`config.mk`:
```
export PLATFORM = sky130hd
export DESIGN_NAME = axi_slave_mmap_4x32_r4
export DESIGN_NICKNAME = d
export VERILOG_FILES = /design/src/rtl/axi_slave_mmap_4x32_r4_pkg.sv /design/src/rtl/regfile_4x32_be.sv /design/src/rtl/axi_slave_mmap_4x32_r4.sv
export SDC_FILE = /design/constraint.sdc
export NUM_CORES = 1
export LEC_CHECK = 0
export CAP_MARGIN = 20
export CORE_ASPECT_RATIO = 1.4
export CORE_MARGIN = 2
export CORE_UTILIZATION = 51
export CTS_CLUSTER_DIAMETER = 50
export DETAILED_ROUTE_END_ITERATION = 16
export PLACE_DENSITY = 0.77
export SETUP_SLACK_MARGIN = 0.1
export SYNTH_ARGS = -nofsm -noshare
export SYNTH_HDL_FRONTEND = slang
export SYNTH_SLANG_ARGS = --single-unit
```
`constraint.sdc`:
```
create_clock -name clock -period 5.53 [get_ports clock]
set_input_delay 1.106 -clock clock [delete_from_list [all_inputs] [get_ports clock]]
set_output_delay 1.106 -clock clock [all_outputs]
set_load 0.02 [all_outputs]
```
`src/rtl/axi_slave_mmap_4x32_r4_pkg.sv`:
```
// Shared constants and helpers for the 4x32 AXI4-Lite register slave.
// Holds the address/data geometry, register index field and response code.
package axi_slave_mmap_4x32_r4_pkg;

    localparam int unsigned ADDR_W   = 4;
    localparam int unsigned DATA_W   = 32;
    localparam int unsigned NUM_REGS = 4;
    localparam int unsigned STRB_W   = DATA_W / 8;

    // Register index lives in the word-address bits; byte-offset bits are ignored.
    localparam int unsigned IDX_MSB = 3;
    localparam int unsigned IDX_LSB = 2;
    localparam int unsigned IDX_W   = IDX_MSB - IDX_LSB + 1;

    localparam logic [1:0] RESP_OKAY = 2'b00;

    typedef logic [IDX_W-1:0]  reg_idx_t;
    typedef logic [DATA_W-1:0] word_t;
    typedef logic [STRB_W-1:0] strb_t;

    function automatic word_t apply_strb(input word_t old_word, input word_t new_word,
                                         input strb_t strb);
        word_t merged;
        merged = old_word;
        for (int unsigned b = 0; b < STRB_W; b++) begin
            if (strb[b]) begin
                merged[8*b +: 8] = new_word[8*b +: 8];
            end
        end
        return merged;
    endfunction

endpackage

```
`src/rtl/regfile_4x32_be.sv`:
```
// Four 32-bit registers with a byte-enabled write port and a combinational read port.
// A read of the register being written in the same cycle returns the old contents.
module regfile_4x32_be
    import axi_slave_mmap_4x32_r4_pkg::*;
(
    input  logic              clock,
    input  logic              reset,
    input  logic              we_i,
    input  logic [IDX_W-1:0]  waddr_i,
    input  logic [STRB_W-1:0] wstrb_i,
    input  logic [DATA_W-1:0] wdata_i,
    input  logic [IDX_W-1:0]  raddr_i,
    output logic [DATA_W-1:0] rdata_o
);

    word_t regs_q [NUM_REGS];
    word_t regs_d [NUM_REGS];

    always_comb begin
        regs_d = regs_q;
        if (we_i) begin
            regs_d[waddr_i] = apply_strb(regs_q[waddr_i], wdata_i, wstrb_i);
        end
    end

    always_ff @(posedge clock or posedge reset) begin
        if (reset) begin
            regs_q <= '{default: '0};
        end else begin
            regs_q <= regs_d;
        end
    end

    assign rdata_o = regs_q[raddr_i];

endmodule

```
`src/rtl/axi_slave_mmap_4x32_r4.sv`:
```
// AXI4-Lite slave exposing four 32-bit read/write registers at byte addresses 0x0..0xC.
// Independent write and read channel FSMs; register storage lives in regfile_4x32_be.
module axi_slave_mmap_4x32_r4
    import axi_slave_mmap_4x32_r4_pkg::*;
#(
    parameter int unsigned C_S_AXI_DATA_WIDTH = 32,
    parameter int unsigned C_S_AXI_ADDR_WIDTH = 4
) (
    input  logic                            clock,
    input  logic                            reset,
    input  logic [C_S_AXI_ADDR_WIDTH-1:0]   S_AXI_AWADDR,
    input  logic [2:0]                      S_AXI_AWPROT,
    input  logic                            S_AXI_AWVALID,
    output logic                            S_AXI_AWREADY,
    input  logic [C_S_AXI_DATA_WIDTH-1:0]   S_AXI_WDATA,
    input  logic [C_S_AXI_DATA_WIDTH/8-1:0] S_AXI_WSTRB,
    input  logic                            S_AXI_WVALID,
    output logic                            S_AXI_WREADY,
    output logic [1:0]                      S_AXI_BRESP,
    output logic                            S_AXI_BVALID,
    input  logic                            S_AXI_BREADY,
    input  logic [C_S_AXI_ADDR_WIDTH-1:0]   S_AXI_ARADDR,
    input  logic [2:0]                      S_AXI_ARPROT,
    input  logic                            S_AXI_ARVALID,
    output logic                            S_AXI_ARREADY,
    output logic [C_S_AXI_DATA_WIDTH-1:0]   S_AXI_RDATA,
    output logic [1:0]                      S_AXI_RRESP,
    output logic                            S_AXI_RVALID,
    input  logic                            S_AXI_RREADY
);

    // One-hot-style encodings so each handshake output is a single state flop.
    typedef enum logic [1:0] {
        StWrIdle   = 2'b00,
        StWrAccept = 2'b01,
        StWrResp   = 2'b10
    } wr_state_e;

    typedef enum logic [1:0] {
        StRdIdle   = 2'b00,
        StRdAccept = 2'b01,
        StRdResp   = 2'b10
    } rd_state_e;

    wr_state_e wr_state_q, wr_state_d;
    rd_state_e rd_state_q, rd_state_d;
    logic      wr_commit;
    logic      rd_load;
    word_t     rdata_q, rdata_d;
    word_t     rf_rdata;
    reg_idx_t  rf_waddr;
    reg_idx_t  rf_raddr;

    logic unused_bits;
    assign unused_bits = ^{S_AXI_AWPROT, S_AXI_ARPROT,
                           S_AXI_AWADDR[IDX_LSB-1:0], S_AXI_ARADDR[IDX_LSB-1:0]};

    assign rf_waddr = S_AXI_AWADDR[IDX_MSB:IDX_LSB];
    assign rf_raddr = S_AXI_ARADDR[IDX_MSB:IDX_LSB];

    // Write channel: readies are high only in StWrAccept, so a master that keeps
    // its valids up after the handshake finds the FSM parked in StWrResp.
    always_comb begin
        wr_state_d = wr_state_q;
        wr_commit  = 1'b0;
        unique case (wr_state_q)
            StWrIdle: begin
                if (S_AXI_AWVALID && S_AXI_WVALID) begin
                    wr_state_d = StWrAccept;
                end
            end
            StWrAccept: begin
                if (S_AXI_AWVALID && S_AXI_WVALID) begin
                    wr_commit  = 1'b1;
                    wr_state_d = StWrResp;
                end else begin
                    wr_state_d = StWrIdle;
                end
            end
            StWrResp: begin
                if (S_AXI_BREADY) begin
                    wr_state_d = StWrIdle;
                end
            end
            default: wr_state_d = StWrIdle;
        endcase
    end

    always_ff @(posedge clock or posedge reset) begin
        if (reset) begin
            wr_state_q <= StWrIdle;
        end else begin
            wr_state_q <= wr_state_d;
        end
    end

    assign S_AXI_AWREADY = (wr_state_q == StWrAccept);
    assign S_AXI_WREADY  = (wr_state_q == StWrAccept);
    assign S_AXI_BVALID  = (wr_state_q == StWrResp);
    assign S_AXI_BRESP   = RESP_OKAY;

    // Read channel: data is captured at the handshake edge and held until RREADY.
    always_comb begin
        rd_state_d = rd_state_q;
        rd_load    = 1'b0;
        unique case (rd_state_q)
            StRdIdle: begin
                if (S_AXI_ARVALID) begin
                    rd_state_d = StRdAccept;
                end
            end
            StRdAccept: begin
                if (S_AXI_ARVALID) begin
                    rd_load    = 1'b1;
                    rd_state_d = StRdResp;
                end else begin
                    rd_state_d = StRdIdle;
                end
            end
            StRdResp: begin
                if (S_AXI_RREADY) begin
                    rd_state_d = StRdIdle;
                end
            end
            default: rd_state_d = StRdIdle;
        endcase
    end

    always_comb begin
        rdata_d = rdata_q;
        if (rd_load) begin
            rdata_d = rf_rdata;
        end
    end

    always_ff @(posedge clock or posedge reset) begin
        if (reset) begin
            rd_state_q <= StRdIdle;
            rdata_q    <= '0;
        end else begin
            rd_state_q <= rd_state_d;
            rdata_q    <= rdata_d;
        end
    end

    assign S_AXI_ARREADY = (rd_state_q == StRdAccept);
    assign S_AXI_RVALID  = (rd_state_q == StRdResp);
    assign S_AXI_RDATA   = rdata_q;
    assign S_AXI_RRESP   = RESP_OKAY;

    regfile_4x32_be u_regfile (
        .clock   (clock),
        .reset   (reset),
        .we_i    (wr_commit),
        .waddr_i (rf_waddr),
        .wstrb_i (S_AXI_WSTRB),
        .wdata_i (S_AXI_WDATA),
        .raddr_i (rf_raddr),
        .rdata_o (rf_rdata)
    );

endmodule

```
==> results of run 1 <==
cell usage in the layout, fill, tap and decap left out, types with 2 or more instances in the layout:
cell type | netlist | routed
clkinvlp_4 | 0 | 2
inv_6 | 0 | 2
nand2_1 | 65 | 65
a21oi_1 | 32 | 32
nor2_1 | 13 | 13
nand3_1 | 6 | 5
clkbuf_8 | 0 | 5
a32o_1 | 58 | 58
nand3b_1 | 2 | 2
bufinv_16 | 0 | 3
conb_1 | 1 | 4
dfrtp_1 | 164 | 164
buf_4 | 6 | 6
nand2b_1 | 2 | 2
nor2b_1 | 12 | 12
clkinv_4 | 0 | 3
mux2_4 | 26 | 26
mux2_2 | 44 | 44
clkbuf_16 | 0 | 17
nand3_2 | 1 | 2
buf_12 | 0 | 2
o221ai_1 | 32 | 32
clkdlybuf4s50_1 | 0 | 81
inv_1 | 32 | 31
and3_1 | 6 | 6
mux2i_1 | 96 | 96
worst max path at each step:
stage | startpoint | to | slack (ps) | cells after the start
after CTS | S_AXI_AWADDR[2] | u_regfile.regs_q[108] | 2090 | 5
after floorplan | reset | S_AXI_RDATA[0] | 2340 | 1
after global routing | S_AXI_AWADDR[3] | u_regfile.regs_q[67] | 1980 | 4
after global placement | S_AXI_AWADDR[2] | u_regfile.regs_q[86] | 1640 | 5
after detailed placement | S_AXI_AWADDR[2] | u_regfile.regs_q[108] | 1640 | 5
final | S_AXI_AWADDR[3] | u_regfile.regs_q[99] | 2080 | 4
metal layers:
layer	up-vias	wire, um	track usage
met5	-	0	0
met4	0	370	0.07776
met3	31	1236	0.05877
met2	199	10130	0.3995
met1	2983	7911	0.3148
li1	2538	-	-
through the flow:
stage                     total power [W]    util  setup slack, ps
after floorplan                  0.002049       -             2339
final                            0.003607  0.6122             2078
after global routing             0.003755  0.6122             1980
after global placement           0.002317  0.5695             1641
after CTS                        0.003622  0.6109             2089
after detailed placement         0.002364  0.5695             1643
worst min-delay path, stage by stage (launching register included):
cell and delay (ps):
dfrtp_1 340, nand2_1 50, o221ai_1 60
power by group:
part           switching [W]  internal (W)
Clock               0.000484      0.000777
Combinational       0.000362      0.000394
Sequential          0.000165       0.00143
Total                0.00101       0.00260
cells by family after synthesis:
kind of cell           after synthesis  share of synthesized area
muxes                              166                     0.2316
and+or+nand+nor                    115                    0.06984
buffers and inverters               84                    0.05352
other                                1                  0.0004704
DFF                                164                     0.5148
AOI/OAI and AO/OA                  124                     0.1298
flip-flops by register name (all words and copies together) (netlist names):
signal	count
S_AXI_RDATA	32
wr_state_q	2
u_regfile.regs_q	128
rd_state_q	2
layout make-up:
| class | instances | area [um^2] | area share |
|---|---|---|---|
| clock inverters | 9 | 141.4 | 0.01493 |
| flip-flops and latches | 164 | 4104 | 0.4333 |
| multi-input cells | 409 | 3458 | 0.3651 |
| repair buffers | 90 | 900.9 | 0.09511 |
| inverters | 32 | 123.9 | 0.01308 |
| clock buffers | 23 | 498.0 | 0.05258 |
| well taps | 196 | 245.2 | 0.02589 |
==> qor.csv, run 1 <==
stage;metric;value;unit
pwr;Peak VDD IR;209.2;uV
clock_network;CTS tree;done;
global_routing;GR Util All Layers;0.2431;
drt;Detail Route Antenna Nets;0;
clock_network;CTS Sinks;164;
yosys;most frequent cell after synthesis;dfrtp_1;
final_layout;Fill cells;1197;
drt;WL/cell;21.29;um
critical_path;worst reg2reg path depth;4;
final_layout;final net count;771;
yosys;Yosys top cell area share;0.5148;
global_routing;antenna violations before repair;0;
drt;number of vias per cell;6.231;
floorplan;Chip Width;109.7;um
placed_design;detailed placement HPWL;12.08;mm
floorplan;die area;0.01666;mm^2
outcome;run status;finished clean;
clock_network;post-cts hold buffer count;0;
sta;Max Fclk;289.7;MHz
drt;DR pass1 iterations;5;
yosys;fraction of synthesis flops using an asynchronous set or reset pin;1.000;
hold_path;Hold Path End;S_AXI_RDATA[7];
critical_path;Reg-to-Reg End;u_regfile.regs_q[108];
clock_network;H-tree depth;4;
final_layout;area growth from synthesis to layout;18.80;%
floorplan;IO Pins;98;
sta;unrepaired setup endpoints after global routing;false;
global_routing;GRT overflow;0;
yosys;Yosys top cell by area;dfrtp_1;
clock_network;clk slew on worst S/H paths;70;ps
yosys;Syn. warnings;0;
critical_path;Crit Reg-Reg Startpoint;wr_state_q[1];
critical_path;Buf/Inv on CP;1;
sta;Final Cycle Share;0.6243;
placed_design;Port Buffers;83;
final_layout;Finished Cell Area;0.009472;mm^2
global_routing;vias in the first global route;6022;
pwr;power per cell area;380.8;mW/mm^2
global_routing;first-pass GRT wire length;31.34;mm
sta;WHS;490.3;ps
critical_path;CP required;5840;ps
placed_design;area of placed instances;0.008812;mm^2
placed_design;Cells after DPL;890;
clock_network;clk_lat worst skew;430;ps
final_layout;ANT cells;0;
sta;Slew Limit Fails;0;
critical_path;worst-path maximum fanout;17;
yosys;Post-synth EDFFs;0;
sta;Sum Neg Setup Slack;0;ps
critical_path;CP startpoint kind;input pin;
yosys;number of synthesized register bits;164;
drt;final WL;19.65;mm
pwr;leak pwr;4.414;nW
floorplan;# rows;54;
clock_network;Max clock buf depth;2;
sta;min Tclk post-route;3452;ps
clock_network;Num CTS Buffers;17;
yosys;top cells by count, synth;dfrtp_1 (164), mux2i_1 (96), nand2_1 (65), a32o_1 (58), mux2_2 (44);
floorplan;core footprint;0.01547;mm^2
drt;DRC violations left;0;
hold_path;worst hold path class;reg2reg;
final_layout;share of layout cells above drive strength 1;0.1582;
critical_path;reg2reg setup slack;2900;ps
yosys;post-synthesis cell count;654;
global_routing;largest net degree at the start of global routing;165;
yosys;post-synthesis cell type count;31;
critical_path;Setup crit end kind;flop;
drt;via count;5751;
sta;headroom to the max-slew limit;0.2447;
yosys;Top FF cell, synth;dfrtp_1;
clock_network;# resized after CTS;0;
yosys;Mapped Area;0.007973;mm^2
sta;clock skew;8.461;ps
placed_design;gpl congestion;0.8101;
hold_path;Hold Path Cell Cnt;2;
job;maxcap violations;0;
critical_path;CP Data Arrival Time;3760;ps
sta;Hold Vio Cnt, Final;0;
sta;Least-Margin Pin Slew;1133;ps
floorplan;Vert. Die Dim;151.9;um
sta;Final Setup Violations;0;
clock_network;Post-CTS Setup Inserts;0;
drt;1st-iter DRT viols;462;
yosys;synth top area cells;dfrtp_1 (51%), mux2i_1 (12%), a32o_1 (7.3%);
clock_network;CTS root buffer;clkbuf_16;
critical_path;CP top delay family;simple AND/OR/NAND/NOR gates;
yosys;register area share after synthesis;0.5148;
final_layout;non-filler instance count after layout;923;
floorplan;Starting Density;0.5153;
critical_path;slowest CP cell;clkdlybuf4s50_1;
critical_path;CP Class;in2reg;
critical_path;Crit path largest cell delay;800;ps
yosys;Synth Area per Inst;12.19;um^2
critical_path;worst-path cell chain;clkdlybuf4s50_1 -> nor2b_1 -> nand2_1 -> mux2_2;
hold_path;Hold Startpoint;S_AXI_RDATA[7];
Note: power is estimated with default switching activity, not from simulation.
==> run 2, diff against run 1 <==
==> constraint.sdc (replaced) <==
create_clock -name clock -period 3 [get_ports clock]
set_input_delay 0.6 -clock clock [delete_from_list [all_inputs] [get_ports clock]]
set_output_delay 0.6 -clock clock [all_outputs]
set_load 0.02 [all_outputs]
==> run 2 against run 1 <==
  * Global-route usage rose by 0.70 points
  * Sequential power up 84%
  * Sequential share of layout area shrank 0.34 points
  * First-iteration DRC count decreased by 1.1%
  * Cell count increased by 0.98%
  * Power grew 81%
  * Clock power up 74%
  * Clock-buffer cell count fell by 1
  * Final area is 0.78% higher
  * Critical path depth decreased by 2
  * Die area is the same
  * Hold slack worse by 6.1 ps
  * Critical endpoint is now S_AXI_WREADY
==> qor.csv, run 2 (synthesized netlist as in run 1, its figures left out) <==
stage;metric;value;unit;change
global_routing;GRT overflow;0;;unchanged
final_layout;share of layout cells above drive strength 1;0.1644;;+0.006218
final_layout;post-layout util;0.6169;;+0.004772
critical_path;Setup crit end kind;output port;;
final_layout;ANT cells;0;;unchanged
final_layout;final net count;781;;+1.3%
hold_path;Hold Path Cell Cnt;2;;unchanged
sta;final worst slack;489.4;ps;-1588 ps
clock_network;Max clock buf depth;2;;unchanged
drt;1st-iter DRT viols;457;;-1.1%
critical_path;Crit path largest cell delay;670;ps;-130 ps
critical_path;slowest CP cell;dfrtp_1;;
hold_path;worst hold path class;reg2reg;;
final_layout;Finished Cell Area;0.009545;mm^2;+0.78%
floorplan;Chip Width;109.7;um;unchanged
final_layout;max FFs per register;128;;unchanged
floorplan;Vert. Die Dim;151.9;um;unchanged
pwr;Peak VDD IR;340.6;uV;+63%
sta;min Tclk post-route;2511;ps;
critical_path;worst-path maximum fanout;13;;-4
clock_network;post-cts hold buffer count;0;;unchanged
critical_path;Buf/Inv on CP;1;;unchanged
clock_network;clk slew on worst S/H paths;60;ps;about the same
final_layout;Biggest register;u_regfile.regs_q;;
clock_network;Num CTS Buffers;17;;unchanged
pwr;leak pwr;4.452;nW;+0.86%
drt;Detail Route Antenna Nets;0;;unchanged
sta;Max Fclk;398.3;MHz;
critical_path;CP Data Arrival Time;1910;ps;-1850 ps
placed_design;gpl congestion;0.7975;;-1.6%
global_routing;first-pass GRT wire length;32.34;mm;+3.2%
critical_path;CP startpoint kind;flop;;
sta;unrepaired setup endpoints after global routing;false;;
drt;DR pass1 iterations;5;;unchanged
pwr;power per cell area;684.4;mW/mm^2;+80%
hold_path;Hold Path End;S_AXI_RDATA[12];;
clock_network;Post-CTS Setup Inserts;0;;unchanged
placed_design;area of placed instances;0.008952;mm^2;+1.6%
floorplan;die area;0.01666;mm^2;unchanged
sta;clock skew;5.316;ps;-3.145 ps
drt;final WL;19.74;mm;+0.49%
sta;Slew Limit Fails;0;;unchanged
global_routing;GR Util All Layers;0.2501;;+0.007032
critical_path;CP required;2400;ps;-3440 ps
final_layout;area growth from synthesis to layout;19.73;%;
global_routing;vias in the first global route;6325;;+5.0%
drt;number of vias per cell;6.182;;-0.78%
placed_design;detailed placement HPWL;12.57;mm;+4.1%
global_routing;antenna violations before repair;0;;unchanged
sta;Hold Vio Cnt, Final;0;;unchanged
critical_path;Crit Reg-Reg Startpoint;wr_state_q[0];;
floorplan;core footprint;0.01547;mm^2;unchanged
drt;via count;5762;;+0.19%
clock_network;clk_lat worst skew;410;ps;-20 ps
placed_design;Port Buffers;83;;unchanged
critical_path;worst-path cell chain;and2b_1 -> clkdlybuf4s50_1;;
floorplan;IO Pins;98;;unchanged
clock_network;CTS tree;done;;
floorplan;# rows;54;;unchanged
critical_path;reg2reg setup slack;980;ps;-1920 ps
hold_path;Hold Startpoint;S_AXI_RDATA[12];;
clock_network;H-tree depth;4;;unchanged
global_routing;largest net degree at the start of global routing;66;;-60%
outcome;run status;finished clean;;
clock_network;CTS root buffer;clkbuf_16;;
final_layout;commonest non-fill, non-tap cell in the layout;dfrtp_1;;
drt;WL/cell;21.18;um;-0.48%
final_layout;Fill cells;1189;;-0.67%
placed_design;Placement Setup Slack;351.6;ps;-1291 ps
critical_path;Reg-to-Reg End;u_regfile.regs_q[69];;
critical_path;CP Class;reg2out;;
floorplan;Starting Density;0.5153;;unchanged
job;maxcap violations;0;;unchanged
sta;headroom to the max-slew limit;0.5496;;+0.3050
clock_network;# resized after CTS;0;;unchanged
drt;DRC violations left;0;;unchanged
final_layout;leading cell types in the layout, fill and taps excluded;dfrtp_1 (164), mux2i_1 (96), clkdlybuf4s50_1 (81);;
sta;Final Setup Violations;0;;unchanged
sta;Least-Margin Pin Slew;673.9;ps;-459.1 ps
critical_path;worst reg2reg path depth;4;;unchanged
clock_network;CTS Sinks;164;;unchanged
sta;Final Cycle Share;0.8369;;
critical_path;CP top delay family;flip-flops;;
sta;Sum Neg Setup Slack;0;ps;unchanged
[run 2: changes by cell type in the layout (fill, tap and decap cells not counted), sizes merged]
cell and change:
clkbuf -1, clkinvlp +1, clkinv +1, inv -2, buf +10
[run 2: per-layer routing]
layer	wire, um	GRT usage
met5	0	0
met4	378	0.1025
met3	1023	0.04590
met2	10510	0.4239
met1	7830	0.3103
[run 2: per-stage QoR]
stage          cells  hold slack, ps  total power [W]
2_1_floorplan    657           469.1         0.003778
3_3_place_gp     901           477.5         0.004290
3_5_place_dp     901           474.8         0.004368
4_1_cts          932           491.9         0.006566
5_1_grt          932           515.0         0.006831
6_report         932           484.2         0.006533
[run 2: where the power goes]
| group | switching, W | internal, W | total [W] |
|---|---|---|---|
| Combinational | 0.000667 | 0.000740 | 0.00141 |
| Sequential | 0.000305 | 0.00263 | 0.00293 |
| Clock | 0.000845 | 0.00135 | 0.00219 |
[run 2: worst max-delay path by stage]
stage | startpoint | end | slack [ps] | cells past startpoint
after floorplan | reset | S_AXI_RDATA[0] | 320 | 1
after global placement | S_AXI_AWVALID | u_regfile.regs_q[125] | 390 | 5
after detailed placement | S_AXI_AWVALID | u_regfile.regs_q[125] | 350 | 5
after CTS | wr_state_q[0] | S_AXI_WREADY | 500 | 2
after global routing | wr_state_q[0] | S_AXI_AWREADY | 370 | 2
final | wr_state_q[0] | S_AXI_WREADY | 490 | 2
[run 2: area by class of cell]
class,count,area (um^2),area share
inverters,32,123.9,0.01298
flip-flops and latches,164,4104,0.4299
clock buffers,22,464.2,0.04863
repair buffers,100,1026,0.1075
clock inverters,9,128.9,0.01350
well taps,196,245.2,0.02569
multi-input cells,409,3453,0.3618
[run 2: worst min-delay path: stages, from the launching register on]
cell and delay, ps:
dfrtp_1 340, nand2_1 50, o221ai_1 60
==> run 3, diff against run 2 <==
==> constraint.sdc (replaced) <==
create_clock -name clock -period 2.1 [get_ports clock]
set_input_delay 0.42 -clock clock [delete_from_list [all_inputs] [get_ports clock]]
set_output_delay 0.42 -clock clock [all_outputs]
set_load 0.02 [all_outputs]
==> run 3 against run 2 <==
  * Setup slack worse by 240 ps
  * Cell count is 4.0% higher
  * Sequential share of layout area decreased by 1.6 points
  * Critical endpoint is now S_AXI_RDATA[30]
==> qor.csv, run 3 (synthesized netlist as in run 1, its figures left out) <==
stage;metric;value;unit;change
clock_network;Num CTS Buffers;17;;unchanged
critical_path;Crit Reg-Reg Startpoint;wr_state_q[1];;
clock_network;clk slew on worst S/H paths;70;ps;about the same
final_layout;max FFs per register;128;;unchanged
sta;Slew Limit Fails;0;;unchanged
final_layout;leading cell types in the layout, fill and taps excluded;dfrtp_1 (164), mux2i_1 (96), clkdlybuf4s50_1 (76);;
outcome;run status;finished clean;;
floorplan;Chip Width;109.7;um;unchanged
clock_network;clk_lat worst skew;420;ps;about the same
sta;unrepaired setup endpoints after global routing;false;;
global_routing;vias in the first global route;6401;;+1.2%
clock_network;CTS tree;done;;
drt;final WL;20.13;mm;+1.9%
critical_path;Setup crit end kind;output port;;
pwr;Power Total;0.009541;W;+46%
floorplan;IO Pins;98;;unchanged
clock_network;# resized after CTS;5;;+5
clock_network;Max clock buf depth;2;;unchanged
global_routing;largest net degree at the start of global routing;97;;+47%
clock_network;post-cts hold buffer count;0;;unchanged
critical_path;worst reg2reg path depth;5;;+1
floorplan;Starting Density;0.5153;;unchanged
floorplan;die area;0.01666;mm^2;unchanged
critical_path;CP Class;reg2out;;
final_layout;final net count;818;;+4.7%
global_routing;GRT overflow;0;;unchanged
final_layout;register area;0.004104;mm^2;unchanged
drt;via count;5926;;+2.8%
final_layout;Biggest register;u_regfile.regs_q;;
clock_network;H-tree depth;4;;unchanged
clock_network;CTS root buffer;clkbuf_16;;
critical_path;reg2reg setup slack;290;ps;-690 ps
critical_path;Reg-to-Reg End;u_regfile.regs_q[47];;
critical_path;CP top delay family;buffers and inverters;;
floorplan;# rows;54;;unchanged
final_layout;ANT cells;0;;unchanged
sta;Final Cycle Share;0.8825;;
placed_design;gpl congestion;0.8029;;+0.68%
sta;min Tclk post-route;1853;ps;
drt;number of vias per cell;6.116;;-1.1%
critical_path;CP startpoint;S_AXI_RDATA[30];;
floorplan;core footprint;0.01547;mm^2;unchanged
drt;1st-iter DRT viols;357;;-22%
critical_path;CP Depth;1;;-1
clock_network;CTS Sinks;164;;unchanged
clock_network;Post-CTS Setup Inserts;0;;unchanged
critical_path;slowest CP cell;clkdlybuf4s50_1;;
global_routing;antenna violations before repair;0;;unchanged
critical_path;CP startpoint kind;flop;;
global_routing;first-pass GRT wire length;32.71;mm;+1.2%
final_layout;Fill cells;1127;;-5.2%
sta;Least-Margin Pin Slew;623.8;ps;-50.12 ps
job;maxcap violations;0;;unchanged
sta;Final Setup Violations;0;;unchanged
sta;Max Fclk;539.6;MHz;
sta;WHS;269.8;ps;-214.4 ps
drt;DR pass1 iterations;5;;unchanged
global_routing;GR Util All Layers;0.2531;;+0.002965
final_layout;footprint of the multi-input gates;0.003453;mm^2;unchanged
critical_path;crit path capture;S_AXI_RDATA[30];;
critical_path;CP Data Arrival Time;1430;ps;-480 ps
placed_design;Port Buffers;83;;unchanged
final_layout;share of layout cells above drive strength 1;0.2070;;+0.04258
critical_path;Crit path largest cell delay;620;ps;-50 ps
pwr;leak pwr;4.699;nW;+5.5%
drt;WL/cell;20.77;um;-1.9%
final_layout;area growth from synthesis to layout;24.47;%;
placed_design;detailed placement HPWL;13.41;mm;+6.6%
floorplan;Vert. Die Dim;151.9;um;unchanged
drt;Detail Route Antenna Nets;0;;unchanged
critical_path;CP required;1680;ps;-720 ps
sta;clock skew;10.76;ps;+5.447 ps
pwr;power per cell area;961.5;mW/mm^2;+40%
critical_path;worst-path maximum fanout;2;;-11
sta;Hold Vio Cnt, Final;0;;unchanged
sta;headroom to the max-slew limit;0.5841;;+0.03451
critical_path;worst-path cell chain;clkdlybuf4s50_1;;
critical_path;Buf/Inv on CP;1;;unchanged
drt;DRC violations left;0;;unchanged
pwr;Peak VDD IR;602.1;uV;+77%
final_layout;commonest non-fill, non-tap cell in the layout;dfrtp_1;;
hold_path;worst hold path class;in2async;;
[run 3: power breakdown]
part / switching (W) / internal (W)
logic: 0.000970 / 0.00108
registers: 0.000439 / 0.00375
clock network: 0.00128 / 0.00202
total: 0.00268 / 0.00686
[run 3: layout make-up]
cell class,instances,area share
inverter,32,0.01248
timing repair buffer,137,0.1383
multi-input combinational,409,0.3480
clock buffer,19,0.04463
clock inverter,12,0.01828
tap,196,0.02471
sequential,164,0.4136
[run 3: through the flow]
| step | area [um^2] | utilization | cells | setup WS (ps) | TNS [ps] |
|---|---|---|---|---|---|
| floorplan | 7988 | - | 657 | -404.8 | -66390 |
| global placement | 9305 | 0.6014 | 938 | -54.33 | -1052 |
| detailed placement | 9305 | 0.6014 | 938 | -124.6 | -2992 |
| CTS | 9923 | 0.6414 | 969 | 229.0 | 0 |
| global route | 9923 | 0.6414 | 969 | 152.3 | 0 |
| finish | 9923 | 0.6414 | 969 | 246.8 | 0 |
[run 3: routing by layer]
metal	GRT usage	wire, um	vias up
met4	0.1001	450	0
met2	0.4212	10610	200
met1	0.3228	8198	3063
li1	-	-	2624
met3	0.04676	871	39
met5	0	0	-
[run 3: worst min-delay path by stage]
stage	cells past startpoint	end	slack [ps]	startpoint
2_1_floorplan	1	rd_state_q[0]	470	rd_state_q[0]
3_3_place_gp	2	S_AXI_RDATA[23]	480	S_AXI_RDATA[23]
3_5_place_dp	2	S_AXI_RDATA[0]	470	S_AXI_RDATA[0]
4_1_cts	2	u_regfile.regs_q[108]	250	reset
5_1_grt	2	u_regfile.regs_q[108]	260	reset
6_report	2	u_regfile.regs_q[108]	270	reset
